==> config.mk <==
export PLATFORM = sky130hd
export DESIGN_NAME = vga_plot_arbiter
export DESIGN_NICKNAME = d
export VERILOG_FILES = /design/src/rtl/vga_plot_arbiter.sv
export SDC_FILE = /design/constraint.sdc
export NUM_CORES = 1
export LEC_CHECK = 0
export BUFFER_PORTS_ARGS = -buffer_cell sky130_fd_sc_hd__buf_2
export CORE_MARGIN = 2
export CORE_UTILIZATION = 35
export DETAILED_ROUTE_END_ITERATION = 8
export HOLD_SLACK_MARGIN = 0.08
export PLACE_DENSITY = 0.65
export SKIP_CTS_REPAIR_TIMING = 1
export SYNTH_ARGS = -nofsm -noshare
export SYNTH_HDL_FRONTEND = slang
export SYNTH_SLANG_ARGS = --single-unit
==> constraint.sdc <==
create_clock -name clk -period 5 [get_ports clk]
set_clock_uncertainty 0.1 [all_clocks]
set_input_delay 0.25 -clock clk [delete_from_list [all_inputs] [get_ports clk]]
set_output_delay 0.25 -clock clk [all_outputs]
set_load 0.02 [all_outputs]
==> src/rtl/vga_plot_arbiter.sv <==
// Round-robin arbiter sharing the VGA plot port between up to four pixel producers.
// A producer may lock the grant for atomic bursts; idle locks time out; off-screen pixels are dropped.
module vga_plot_arbiter #(
   parameter int N_REQ        = 3,
   parameter int X_MAX        = 159,
   parameter int Y_MAX        = 119,
   parameter int LOCK_TIMEOUT = 16
) (
   input  logic               clk,
   input  logic               rstn,
   input  logic [N_REQ-1:0]   req_valid,
   input  logic [N_REQ-1:0]   req_lock,
   input  logic [8*N_REQ-1:0] req_x,
   input  logic [7*N_REQ-1:0] req_y,
   input  logic [3*N_REQ-1:0] req_colour,
   output logic [N_REQ-1:0]   req_ready,
   output logic [7:0]         vga_x,
   output logic [6:0]         vga_y,
   output logic [2:0]         vga_colour,
   output logic               vga_plot,
   output logic [1:0]         grant_id,
   output logic [7:0]         drop_cnt,
   output logic               busy
);

   localparam int IW = (N_REQ > 2) ? 2 : 1;

   // Handshake: a pixel moves when req_valid[i] & req_ready[i]; ready never waits on the
   // registered outputs, and a requester holding valid keeps its pixel stable until ready.
   typedef enum logic {ST_OPEN, ST_OWNED} state_t;

   state_t          state_q, state_d;
   logic [IW-1:0]   owner_q, owner_d;
   logic [IW-1:0]   last_grant_q, last_grant_d;
   logic [7:0]      idle_q, idle_d;

   logic [IW-1:0]   sel;
   logic [IW-1:0]   cand;
   logic            found;
   logic            xfer;
   logic            sel_lock;
   logic [7:0]      sel_x;
   logic [6:0]      sel_y;
   logic [2:0]      sel_colour;
   logic            visible;

   // State register
   always_ff @(posedge clk) begin
      if (rstn) begin
         state_q      <= ST_OPEN;
         owner_q      <= '0;
         last_grant_q <= IW'(N_REQ - 1);
         idle_q       <= '0;
      end else begin
         state_q      <= state_d;
         owner_q      <= owner_d;
         last_grant_q <= last_grant_d;
         idle_q       <= idle_d;
      end
   end

   // Next-state logic
   always_comb begin
      state_d      = state_q;
      owner_d      = owner_q;
      last_grant_d = last_grant_q;
      idle_d       = idle_q;
      if (xfer) begin
         last_grant_d = sel;
         idle_d       = '0;
         if (sel_lock) begin
            state_d = ST_OWNED;
            owner_d = sel;
         end else begin
            state_d = ST_OPEN;
         end
      end else if (state_q == ST_OWNED) begin
         // Without a transfer while owned, the owner is idle this cycle.
         if (idle_q == 8'(LOCK_TIMEOUT - 1)) begin
            state_d = ST_OPEN;
            idle_d  = '0;
         end else begin
            idle_d = idle_q + 8'd1;
         end
      end else begin
         idle_d = '0;
      end
   end

   // Output logic: grant selection and ready generation
   always_comb begin
      sel       = owner_q;
      cand      = '0;
      found     = 1'b0;
      req_ready = '0;
      if (!rstn) begin
         if (state_q == ST_OWNED) begin
            req_ready[owner_q] = req_valid[owner_q];
         end else begin
            for (int k = 1; k <= N_REQ; k++) begin
               cand = IW'((int'(last_grant_q) + k) % N_REQ);
               if (!found && req_valid[cand]) begin
                  found = 1'b1;
                  sel   = cand;
               end
            end
            req_ready[sel] = found;
         end
      end
   end

   assign xfer     = |(req_valid & req_ready);
   assign sel_lock = req_lock[sel];
   assign busy     = (state_q == ST_OWNED) | (|req_valid);

   always_comb begin
      sel_x      = '0;
      sel_y      = '0;
      sel_colour = '0;
      for (int i = 0; i < N_REQ; i++) begin
         if (sel == IW'(i)) begin
            sel_x      = req_x[8*i +: 8];
            sel_y      = req_y[7*i +: 7];
            sel_colour = req_colour[3*i +: 3];
         end
      end
   end

   assign visible = (int'(sel_x) <= X_MAX) && (int'(sel_y) <= Y_MAX);

   // Plot port registers; clipped pixels are consumed but only counted.
   always_ff @(posedge clk) begin
      if (rstn) begin
         vga_x      <= '0;
         vga_y      <= '0;
         vga_colour <= '0;
         vga_plot   <= 1'b0;
         grant_id   <= '0;
         drop_cnt   <= '0;
      end else begin
         vga_plot <= xfer & visible;
         if (xfer && visible) begin
            vga_x      <= sel_x;
            vga_y      <= sel_y;
            vga_colour <= sel_colour;
            grant_id   <= 2'(sel);
         end
         if (xfer && !visible && drop_cnt != 8'hFF) begin
            drop_cnt <= drop_cnt + 8'd1;
         end
      end
   end

endmodule

-- Word-level counts from Yosys, hierarchy flattened
Cells that the tools add are included.
- register bits: 42
- output and inout port bits: 33
- reductions and logical operators: 16
- add/subtract/negate cells: 5
- muxes and demuxes: 45
- divide/modulo/power cells: 3
- bitwise gates (word level): 6
- order comparisons: 10
- equality and inequality tests: 4
- operator list (cell ; count):
    remainder unit 32 x 3 -> 32 bit (second input constant) ; 3
    2-to-1 mux 8 bit ; 3
    2-to-1 mux 7 bit ; 3
    2-to-1 mux 1 bit ; 20
    less-than comparator 2 x 3 -> 1 bit (second input constant) ; 6
    adder 8 x 1 -> 8 bit (second input constant) ; 2
    2-to-1 mux 3 bit ; 5
    2-to-1 mux 2 bit ; 7
    binary-select mux 1 bit (select 2 bit) ; 5
    AND 3 bit ; 3
    equality test 8 x 4 -> 1 bit (second input constant) ; 1
    <= comparator 8 bit (second input constant) ; 1
    logical AND 1 bit ; 8
    inequality test 8 bit (second input constant) ; 1
    <= comparator 7 bit (second input constant) ; 1
    adder 2 x 2 -> 3 bit (second input constant) ; 2
    OR reduction 3 bit ; 2
    OR reduction 6 bit ; 1
    demux 1 bit (select 2 bit) ; 2
    greater-or-equal comparator 2 x 1 -> 1 bit (second input constant) ; 2
    adder 2 x 1 -> 3 bit (second input constant) ; 1
    logical NOT 1 bit ; 3
    equality test 2 x 1 -> 1 bit (second input constant) ; 1
    equality test 2 bit (second input constant) ; 1
    other kinds (5) ; 5

-- Depth between registers and ports, before layout
Gate-level depths: netlist of the first run.
- depth in word-level cells: 28
- mapped depth: 13

-- Least setup slack after synthesis of the first run
No wires, ideal clock.
- path type: register to register
- from: register last_grant_q[0]
- to: register drop_cnt[5]
- data required time: 4.839 ns
- cell stages (with the launch flop): 12
- period minus slack after synthesis: 3.407 ns
- arrival time: 3.246 ns
- setup slack: 1.593 ns
- cells stage by stage: dfxtp_1 -> inv_1 -> ha_1 -> clkbuf_1 -> mux2_4 -> or3_1 -> a22o_1 -> or4b_4 -> and3_4 -> buf_6 -> or4_1 -> nand2_1
- longest elaborated chain between the ends: 28
- elaborated cells on any way between the ends: 57
- classes of those cells: add/sub: 3; div: 3; order compare: 4; eq/ne: 2; mux: 32; bitwise: 2; reduce/logical: 11
- RTL lines (item ; RTL line ; RTL):
    start, declared ; 34 ; logic [IW-1:0] last_grant_q, last_grant_d;
    start signal, assigned ; 52 ; last_grant_q <= IW'(N_REQ - 1);
    start signal, assigned ; 57 ; last_grant_q <= last_grant_d;
    adder 2 x 1 -> 3 bit ; 101 ; cand = IW'((int'(last_grant_q) + k) % N_REQ);
    remainder unit 32 x 3 -> 32 bit ; 101 ;
    binary-select mux 1 bit (select 2 bit) ; 102 ; if (!found && req_valid[cand]) begin
    2-to-1 mux 1 bit (implied by the code) ; 102 ;
    2-to-1 mux 1 bit ; 102 ;
    2-to-1 mux 1 bit ; 97 ; if (state_q == ST_OWNED) begin
    2-to-1 mux 1 bit ; 96 ; if (!rstn) begin
    logical NOT 1 bit ; 102 ;
    [... 9 more ...] ; -- ;
    2-to-1 mux 2 bit (tied with other cells) ; 97 ;
    2-to-1 mux 2 bit or logical AND 1 bit (tied branches) ; 96, 107 ;
    logical NOT 2 bit or 2-to-1 mux 1 bit (tied branches) ; 121, 107 ;
    2-to-1 mux 8 bit (tied with other cells) (3 in a row) ; 121 ; if (sel == IW'(i)) begin
    <= comparator 8 bit (tied with other cells) ; 129 ; assign visible = (int'(sel_x) <= X_MAX) && (int'(sel_y) <= Y_MAX);
    logical AND 1 bit or AND 3 bit (tied branches) ; 129, 112 ;
    logical NOT 1 bit or OR reduction 3 bit (tied branches) ; 148, 112 ;
    logical AND 1 bit (*) (2 in a row) ; 148 ; if (xfer && !visible && drop_cnt != 8'hFF) begin
    end signal, assigned ; 149 ; drop_cnt <= drop_cnt + 8'd1;
    end, declared ; 22 ; output logic [7:0] drop_cnt,
Mark *: on every way between the ends. The rest lies on a longest branch, timed or not. The select of a mux whose other input is x is not followed.
A chain may end at the register's enable or synchronous reset.

-- Worst setup path in the final report of the first run
- from: register last_grant_q[0]
- to: register drop_cnt[7]
The elaborated chain is that of the path after synthesis.

==> out/results.txt, run 1 <==
Wirelength per Cell: 13.99 µm
Number of instances on the worst hold path: 3
Top cell type by total area after synthesis: dfxtp_1
Post-Route Utilization: 44.73%
Most frequent CP cell: mux2_4
Asr flop ratio synth: 0%
Leakage: 1.389 nW
Syn. warnings: 0
Max-cap viol count: 0
Residual DRC: 0
Final Cell Area: 0.003209 mm²
Final hold viol count: 0
Pint: 0.0009336 W
Tmin final: 4.080 ns
Drt first-iter violations: 118
FF+latch count, synth: 42
Final ANT Viol Nets: 0
I/O Pins: 95
Post-Place Cell Area: 0.003118 mm²
Data required, critical path: 5.13 ns
Switching fraction of total power: 47.42%
GRT Overall Usage: 16.67%
Layout cells sized above 1: 28.82%
Synth Flop Type: dfxtp_1
Most frequent cells in the layout: 94 x buf_2, 42 x dfxtp_1, 38 x a21oi_1, 35 x nor2_1, 25 x mux2i_1
Fin. max-slew vios: 0
DP HPWL: 5290 µm
Place WS: 0.9355 ns
Total gr overflow: 0
Clock slew at reported path FFs: 0.08 ns
Routed vias/inst: 5.470
Mapped cell area: 0.002575 mm²
Worst reg2reg setup slack: 0.92 ns
Drt pass-1 iters: 4
Synth Instances: 312
Number of fillers in the final layout: 721
Cts bufs inserted: 5
GP Congestion: 0.9250
Syn_nets: 380
Number of global-route vias before repair: 2,476
CTS tree: built
Worst path cell trace: inv_1 > ha_1 > mux2_4 > mux2_4 > o41ai_1 > a31oi_4 > and3_1 > o32a_1 > or4b_1 > a21oi_1
RSZ-0062 raised after global routing: no
Final TNS setup: 0 ns
Worst-Margin Slew: 1.070 ns
Clock Tree Buf Depth: 2
Chip height: 89.78 µm
First-pass GRT wire length: 11,430 µm
Commonest non-fill, non-tap cell in the layout: buf_2
DR vias: 2,724
Final setup margin: 0.9199 ns
Diode count: 0
Clock power share: 12.7%
Core ar.: 0.007176 mm²
Worst path arrival time: 4.21 ns
Post-synth EDFFs: 0
CP max-delay cell: o32a_1
WL final: 6967 µm
Final period util: 81.60%
P_sw: 0.0008418 W
Synth top area cells: dfxtp_1 33%, mux2i_1 9.7%, a21oi_1 7.4%
Root Driver: clkbuf_8
Pwr per Cell Area: 553.2 mW/mm²
Critical path class: flop to flop
Part of the power in registers: 27.8%
Worst hold-check path type: primary input to flop
Die ar.: 0.008060 mm²
Biggest cell delay along the critical path: 0.71 ns
Combinational Power Share: 59.5%
CP Capture Type: flop
Peak supply drop: 0.3037 mV
H-tree levels: 2
Site Rows: 31
Port bufs: 94
Setup violators final: 0
# clock sinks: 42
Final nets: 466
Worst slew margin: 28.58%
Effective utilization at floorplan: 35.88%
Average size of a mapped cell: 8.253 µm²
Initial antenna violation count: 0
Cell variety after synth: 48
Register area share after synthesis: 32.65%
Crit-path max FO: 31
Delay-heaviest family, CP: compound AO/OA/AOI/OAI gates
Status: complete, no violations
Yosys top cell area share: 32.65%
Sum of buffers and inverters on the critical path: 1
Critical path depth in cells: 10
Clock Latency Late Sink: 0.29 ns
Worst reg2reg path depth: 10
Area grow syn2layout: 24.64%
Setup crit start kind: flop
Max Fclk: 245.1 MHz
Die W: 89.78 µm
Largest net degree at the start of global routing: 32
state kept, by name, summed over array words and instances (netlist names):
register and flops:
drop_cnt 8, grant_id 2, idle_q 8, last_grant_q 2, owner_q 2, state_q 1, vga_colour 3, vga_plot 1
vga_x 8, vga_y 7
metrics by stage:
step	cells	hold slack (ns)	power [W]
after floorplan	312	0.3132	0.001297
after global placement	490	0.3250	0.001544
after detailed placement	490	0.3396	0.001555
after CTS	498	0.1239	0.001782
after global routing	498	0.1397	0.001915
final	498	0.1286	0.001775
Yosys cell counts (3+ instances only):
master and instances:
a211oi_1 16, a21oi_1 38, a31oi_1 6, and3_1 6, buf_2 8, clkbuf_1 9, dfxtp_1 42, ha_1 6
inv_1 10, mux2i_1 25, nand2_1 17, nand2b_1 3, nand3_1 11, nand4_1 6, nor2_1 35, nor2b_1 4
o211ai_1 3, o21ai_0 10, o311ai_0 6, o31ai_1 4, o41ai_1 6, or4_1 5, xor2_1 4
per-layer routing:
metal | up-vias | track usage, % | routed length (µm)
met4 | 0 | 3.974 | 53
met2 | 103 | 28.66 | 3314
met3 | 6 | 3.353 | 458
met1 | 1260 | 21.55 | 3139
met5 | - | 0 | 0
li1 | 1355 | - | -
power groups by stage:
stage	clock network (W)	logic, W	registers, W
floorplan	0	0.000708	0.000589
global placement	0	0.00104	0.000501
detailed placement	0	0.00106	0.000498
CTS	0.000231	0.00106	0.000493
global route	0.000240	0.00117	0.000505
finish	0.000226	0.00106	0.000493
cell families (layout without fill, tap and decap cells):
kind of cell | after synthesis | in the layout | share of synthesized area, %
adders and majority gates | 6 | 6 | 2.915
AOI/OAI and AO/OA | 102 | 102 | 26.14
and+or+nand+nor | 98 | 98 | 19.29
buffers and inverters | 29 | 116 | 5.199
DFF | 42 | 42 | 32.65
xor gates and xnor gates | 6 | 6 | 2.041
muxes | 29 | 29 | 11.76
layout make-up:
type	instances	area (µm²)	area share [%]
Clock buffer	7	86.33	2.690
Clock inverter	1	5.005	0.1559
Inverter	10	37.54	1.170
Multi-Input combinational cell	241	1615	50.33
Sequential cell	42	840.8	26.20
Tap cell	99	123.9	3.860
Timing Repair Buffer	98	500.5	15.59
path summary, 6_finish.rpt:
path                                     start                        to
setup reg to reg  last_grant_q[0]$_SDFFE_PP0P_  drop_cnt[7]$_SDFFE_PP0P_
hold reg to reg           idle_q[0]$_SDFF_PP0_      idle_q[0]$_SDFF_PP0_
setup / recovery  last_grant_q[0]$_SDFFE_PP0P_  drop_cnt[7]$_SDFFE_PP0P_
hold / removal                       req_x[18]     vga_x[2]$_SDFFE_PP0P_
worst register-to-register path, cell delays in order (launching register included):
cell	delay, ns
dfxtp_1	0.39
inv_1	0.09
ha_1	0.29
mux2_4	0.34
mux2_4	0.30
o41ai_1	0.58
a31oi_4	0.20
and3_1	0.25
o32a_1	0.71
or4b_1	0.63
a21oi_1	0.15
(Power assumes the default switching activity.)
==> inputs of run 2 (changes only) <==
--- a/config.mk
+++ b/config.mk
@@ -10,7 +10,7 @@
 export CORE_UTILIZATION = 35
 export DETAILED_ROUTE_END_ITERATION = 8
 export HOLD_SLACK_MARGIN = 0.08
-export PLACE_DENSITY = 0.65
+export PLACE_DENSITY = 0.67
 export SKIP_CTS_REPAIR_TIMING = 1
 export SYNTH_ARGS = -nofsm -noshare
 export SYNTH_HDL_FRONTEND = slang
==> constraint.sdc (replaced) <==
create_clock -name clk -period 3.6 [get_ports clk]
set_clock_uncertainty 0.1 [all_clocks]
set_input_delay 0.18 -clock clk [delete_from_list [all_inputs] [get_ports clk]]
set_output_delay 0.18 -clock clk [all_outputs]
set_load 0.02 [all_outputs]
==> out/results.txt, run 2 (synthesized netlist as in run 1, its figures left out) <==
Port bufs: 94 (unchanged)
Chip height: 89.78 µm (unchanged)
Wirelength per Cell: 14.25 µm (was 13.99 µm)
Final setup margin: 0.1407 ns (was 0.9199 ns)
Fin. max-slew vios: 0 (unchanged)
I/O Pins: 95 (unchanged)
DR vias: 2,721 (was 2,724)
Die ar.: 0.008060 mm² (unchanged)
Worst hold-check path type: primary input to flop (unchanged)
Largest net degree at the start of global routing: 25 (was 32)
Most frequent cells in the layout: 94 x buf_2, 42 x dfxtp_1, 37 x a21oi_1, 34 x nor2_1, 25 x mux2i_1 (was 94 x buf_2, 42 x dfxtp_1, 38 x a21oi_1, 35 x nor2_1, 25 x mux2i_1)
Worst path arrival time: 3.59 ns (was 4.21 ns)
CTS tree: built (unchanged)
Place WS: 0.1374 ns (was 0.9355 ns)
Initial antenna violation count: 0 (unchanged)
Met2 GRT Util: 29.04% (was 28.66%)
GRT Overall Usage: 17.63% (was 16.67%)
Final hold viol count: 0 (unchanged)
WL final: 7239 µm (was 6967 µm)
Placed Cells: 500 (was 490)
Met1 usage: 23.53% (was 21.55%)
Top flop regs: drop_cnt (8), idle_q (8), vga_x (8) (unchanged)
Total gr overflow: 0 (unchanged)
Area grow syn2layout: 29.49% (was 24.64%)
Commonest non-fill, non-tap cell in the layout: buf_2 (unchanged)
Residual DRC: 0 (unchanged)
Critical path class: flop to flop (unchanged)
H-tree levels: 2 (unchanged)
Post-Place Cell Area: 0.003233 mm² (was 0.003118 mm²)
Number of global-route vias before repair: 2,542 (was 2,476)
Effective utilization at floorplan: 35.88% (unchanged)
Worst-Margin Slew: 0.5027 ns (was 1.070 ns)
Core ar.: 0.007176 mm² (unchanged)
First-pass GRT wire length: 12,000 µm (was 11,430 µm)
Setup violators final: 0 (unchanged)
Data required, critical path: 3.73 ns (was 5.13 ns)
Routed vias/inst: 5.356 (was 5.470)
Final ANT Viol Nets: 0 (unchanged)
Leakage: 1.445 nW (was 1.389 nW)
Status: complete, no violations (unchanged)
Die W: 89.78 µm (unchanged)
Final period util: 96.09% (was 81.60%)
Final TNS setup: 0 ns (unchanged)
Pwr per Cell Area: 782.4 mW/mm² (was 553.2 mW/mm²)
Setup crit start kind: flop (unchanged)
Drt pass-1 iters: 4 (unchanged)
Clock slew at reported path FFs: 0.08 ns (about the same)
Cts bufs inserted: 5 (unchanged)
Most used routing layer: met2 (unchanged)
Drt first-iter violations: 188 (was 118)
Worst hold slack: 0.07474 ns (was 0.1286 ns)
# clock sinks: 42 (unchanged)
Clock Latency Late Sink: 0.29 ns (about the same)
RSZ-0062 raised after global routing: yes (was no)
Peak supply drop: 0.3422 mV (was 0.3037 mV)
Root Driver: clkbuf_8 (unchanged)
DP HPWL: 5503 µm (was 5290 µm)
Tmin final: 3.459 ns (was 4.080 ns)
CP Capture Type: flop (unchanged)
Worst slew margin: 66.45% (was 28.58%)
Site Rows: 31 (unchanged)
Final nets: 477 (was 466)
Crit-path max FO: 20 (was 31)
Diode count: 0 (unchanged)
Final Cell Area: 0.003334 mm² (was 0.003209 mm²)
Layout cells sized above 1: 31.05% (was 28.82%)
Max Fclk: 289.1 MHz (was 245.1 MHz)
GP Congestion: 0.8200 (was 0.9250)
Max-cap viol count: 0 (unchanged)
Layout Cells excl Fill: 508 (was 498)
Met3 Resource Use GR: 4.526% (was 3.353%)
Clock Tree Buf Depth: 2 (unchanged)
[run 2: cell type report]
cell class	instances	area, µm²
Clock buffer	6	72.57
Clock inverter	1	7.507
Fill cell	723	3841
Inverter	10	37.54
Multi-Input combinational cell	241	1629
Sequential cell	42	840.8
Tap cell	99	123.9
Timing Repair Buffer	109	623.1
[run 2: worst max-delay path, stage by stage (launching register included)]
cell,delay [ns]
dfxtp_1,0.33
inv_1,0.06
ha_1,0.22
mux2_4,0.31
mux2_4,0.31
or3_1,0.35
a22o_1,0.27
or4b_4,0.55
and3_4,0.24
or4_1,0.51
a21oi_1,0.15
[run 2: through the flow]
step                      total power, W  utilization, %
after detailed placement        0.002302           45.06
after global routing            0.002811           46.47
after global placement          0.002288           45.06
final                           0.002609           46.47
after CTS                       0.002603           46.17
after floorplan                 0.001801               -
[run 2: power breakdown]
| part | total [W] | switching [W] | internal (W) |
|---|---|---|---|
| Sequential | 0.000682 | 0.0000838 | 0.000598 |
| Clock | 0.000299 | 0.000166 | 0.000133 |
| Combinational | 0.00163 | 0.000968 | 0.000659 |
| Total | 0.00261 | 0.00122 | 0.00139 |
[run 2: worst paths after layout]
| kind | from | to | slack, ns | cells past startpoint |
|---|---|---|---|---|
| worst min-delay path | req_x[19] | vga_x[3]$_SDFFE_PP0P_ | 0.07 | 3 |
| worst min register to register | idle_q[0]$_SDFF_PP0_ | idle_q[0]$_SDFF_PP0_ | 0.35 | 1 |
| worst max register to register | last_grant_q[0]$_SDFFE_PP0P_ | drop_cnt[4]$_SDFFE_PP0P_ | 0.14 | 10 |
| worst max-delay path | last_grant_q[0]$_SDFFE_PP0P_ | drop_cnt[4]$_SDFFE_PP0P_ | 0.14 | 10 |
[run 2: routing by layer]
metal  vias up  part of all wire (%)
met5         -                     0
met4         0                  0.79
met3         6                   7.2
met2       100                    46
met1      1240                    46
li1       1375                     -
==> inputs of run 3 (changes only) <==
--- a/config.mk
+++ b/config.mk
@@ -8,9 +8,10 @@
 export BUFFER_PORTS_ARGS = -buffer_cell sky130_fd_sc_hd__buf_2
 export CORE_MARGIN = 2
 export CORE_UTILIZATION = 35
+export CTS_CLUSTER_SIZE = 25
 export DETAILED_ROUTE_END_ITERATION = 8
 export HOLD_SLACK_MARGIN = 0.08
-export PLACE_DENSITY = 0.67
+export PLACE_DENSITY_LB_ADDON = 0.05
 export SKIP_CTS_REPAIR_TIMING = 1
 export SYNTH_ARGS = -nofsm -noshare
 export SYNTH_HDL_FRONTEND = slang
==> out/results.txt, run 3 (synthesized netlist as in run 1, its figures left out) <==
Die W: 89.78 µm (unchanged)
Diode count: 0 (unchanged)
Critical path class: flop to flop (unchanged)
WL final: 7442 µm (was 7239 µm)
Number of global-route vias before repair: 2,524 (was 2,542)
Site Rows: 31 (unchanged)
Drt first-iter violations: 150 (was 188)
DP HPWL: 5637 µm (was 5503 µm)
Tmin final: 3.431 ns (was 3.459 ns)
Setup crit start kind: flop (unchanged)
Final hold viol count: 0 (unchanged)
Effective utilization at floorplan: 35.88% (unchanged)
Crit-path max FO: 20 (unchanged)
Area grow syn2layout: 30.81% (was 29.49%)
Final TNS setup: 0 ns (unchanged)
CP Capture Type: flop (unchanged)
Chip height: 89.78 µm (unchanged)
Layout cells sized above 1: 32.22% (was 31.05%)
# clock sinks: 42 (unchanged)
H-tree levels: 2 (unchanged)
Wirelength per Cell: 14.37 µm (was 14.25 µm)
Biggest cell delay along the critical path: 0.55 ns (about the same)
Status: complete, no violations (unchanged)
Root Driver: clkbuf_8 (unchanged)
Sum of buffers and inverters on the critical path: 1 (unchanged)
R2r startpoint: last_grant_q[0]$_SDFFE_PP0P_ (unchanged)
Worst path cell trace: inv_1 > ha_1 > mux2_4 > mux2_4 > or3_1 > a22o_1 > or4b_4 > and3_4 > or4_1 > a21oi_1 (unchanged)
Port bufs: 94 (unchanged)
CTS tree: built (unchanged)
GRT Overall Usage: 18.14% (was 17.63%)
Commonest non-fill, non-tap cell in the layout: buf_2 (unchanged)
Top flop regs: drop_cnt (8), idle_q (8), vga_x (8) (unchanged)
Drt pass-1 iters: 5 (was 4)
Routed vias/inst: 5.330 (was 5.356)
Crit path from: last_grant_q[0]$_SDFFE_PP0P_ (unchanged)
Most frequent cells in the layout: 94 x buf_2, 42 x dfxtp_1, 38 x a21oi_1, 35 x nor2_1, 25 x mux2i_1 (was 94 x buf_2, 42 x dfxtp_1, 37 x a21oi_1, 34 x nor2_1, 25 x mux2i_1)
Initial antenna violation count: 0 (unchanged)
Worst reg2reg path depth: 10 (unchanged)
Crit path to: drop_cnt[4]$_SDFFE_PP0P_ (unchanged)
Clock slew at reported path FFs: 0.09 ns (was 0.08 ns)
Worst-Margin Slew: 0.5052 ns (was 0.5027 ns)
I/O Pins: 95 (unchanged)
Leakage: 1.479 nW (was 1.445 nW)
DR vias: 2,761 (was 2,721)
Peak supply drop: 0.2671 mV (was 0.3422 mV)
Critical path depth in cells: 10 (unchanged)
Die ar.: 0.008060 mm² (unchanged)
Final setup margin: 0.1688 ns (was 0.1407 ns)
Core ar.: 0.007176 mm² (unchanged)
Clock Latency Late Sink: 0.30 ns (was 0.29 ns)
Setup violators final: 0 (unchanged)
Max Fclk: 291.4 MHz (was 289.1 MHz)
Cts bufs inserted: 5 (unchanged)
Largest net degree at the start of global routing: 25 (unchanged)
Number of fillers in the final layout: 749 (was 723)
Delay-heaviest family, CP: simple AND/OR/NAND/NOR gates (unchanged)
Place WS: 0.1659 ns (was 0.1374 ns)
Total gr overflow: 0 (unchanged)
GP Congestion: 0.9143 (was 0.8200)
CP max-delay cell: or4b_4 (unchanged)
Worst reg2reg setup slack: 0.17 ns (was 0.14 ns)
Final ANT Viol Nets: 0 (unchanged)
Worst path arrival time: 3.57 ns (was 3.59 ns)
Max-cap viol count: 0 (unchanged)
Pwr per Cell Area: 779.2 mW/mm² (was 782.4 mW/mm²)
Data required, critical path: 3.74 ns (was 3.73 ns)
Critical R2R Capture: drop_cnt[4]$_SDFFE_PP0P_ (unchanged)
RSZ-0062 raised after global routing: no (was yes)
Clock Tree Buf Depth: 2 (unchanged)
Worst hold-check path type: primary input to flop (unchanged)
Most frequent CP cell: mux2_4 (unchanged)
First-pass GRT wire length: 12,250 µm (was 12,000 µm)
Worst slew margin: 65.88% (was 66.45%)
Residual DRC: 0 (unchanged)
Fin. max-slew vios: 0 (unchanged)
Final period util: 95.31% (was 96.09%)
Final nets: 486 (was 477)
[run 3: cell count changes in the layout (fill, tap and decap cells not counted), sizes merged]
cell         delta
clkbuf          -1
clkinvlp        +1
inv             +1
dlygate4sd3     +1
buf             +8
[run 3: power breakdown]
group / total [W] / internal (W) / switching [W]
logic: 0.00162 / 0.000663 / 0.000959
registers: 0.000684 / 0.000598 / 0.0000856
clock network: 0.000319 / 0.000139 / 0.000180
[run 3: worst min-delay path by stage]
stage	from	end	slack, ns	depth (start not counted)
final	req_x[19]	vga_x[3]$_SDFFE_PP0P_	0.06	3
after global routing	req_x[17]	vga_x[1]$_SDFFE_PP0P_	0.09	3
after CTS	req_colour[7]	vga_colour[1]$_SDFFE_PP0P_	0.05	3
after detailed placement	idle_q[0]$_SDFF_PP0_	idle_q[0]$_SDFF_PP0_	0.35	1
after global placement	idle_q[0]$_SDFF_PP0_	idle_q[0]$_SDFF_PP0_	0.33	1
after floorplan	req_colour[7]	vga_colour[1]$_SDFFE_PP0P_	0.26	2
[run 3: area by class of cell]
| cell class | instances | area, µm² | area share [%] |
|---|---|---|---|
| timing repair buffer | 118 | 655.6 | 19.47 |
| clock buffer | 5 | 68.82 | 2.043 |
| clock inverter | 3 | 23.77 | 0.7058 |
| sequential | 42 | 840.8 | 24.96 |
| tap | 99 | 123.9 | 3.678 |
| multi-input combinational | 241 | 1618 | 48.03 |
| inverter | 10 | 37.54 | 1.114 |
[run 3: stage by stage]
| stage | hold WS (ns) | total power [W] | cells | cell area (µm²) | utilization, % |
|---|---|---|---|---|---|
| finish | 0.05581 | 0.002624 | 518 | 3368 | 46.94 |
| global route | 0.08806 | 0.002822 | 518 | 3368 | 46.94 |
| CTS | 0.04808 | 0.002628 | 515 | 3338 | 46.52 |
| detailed placement | 0.3467 | 0.002303 | 507 | 3246 | 45.23 |
| global placement | 0.3322 | 0.002293 | 507 | 3246 | 45.23 |
| floorplan | 0.2649 | 0.001801 | 312 | 2575 | - |
[run 3: worst min-delay path: stages]
cell     delay (ns)
buf_2          0.08
a21oi_1        0.05
mux2i_1        0.11
[run 3: layer usage]
| layer | global-route usage [%] | up-vias | part of all wire [%] |
|---|---|---|---|
| met2 | 29.29 | 96 | 46 |
| met3 | 4.275 | 8 | 6.4 |
| li1 | - | 1389 | - |
| met5 | 0 | - | 0 |
| met1 | 24.43 | 1268 | 46 |
| met4 | 4.744 | 0 | 1.2 |
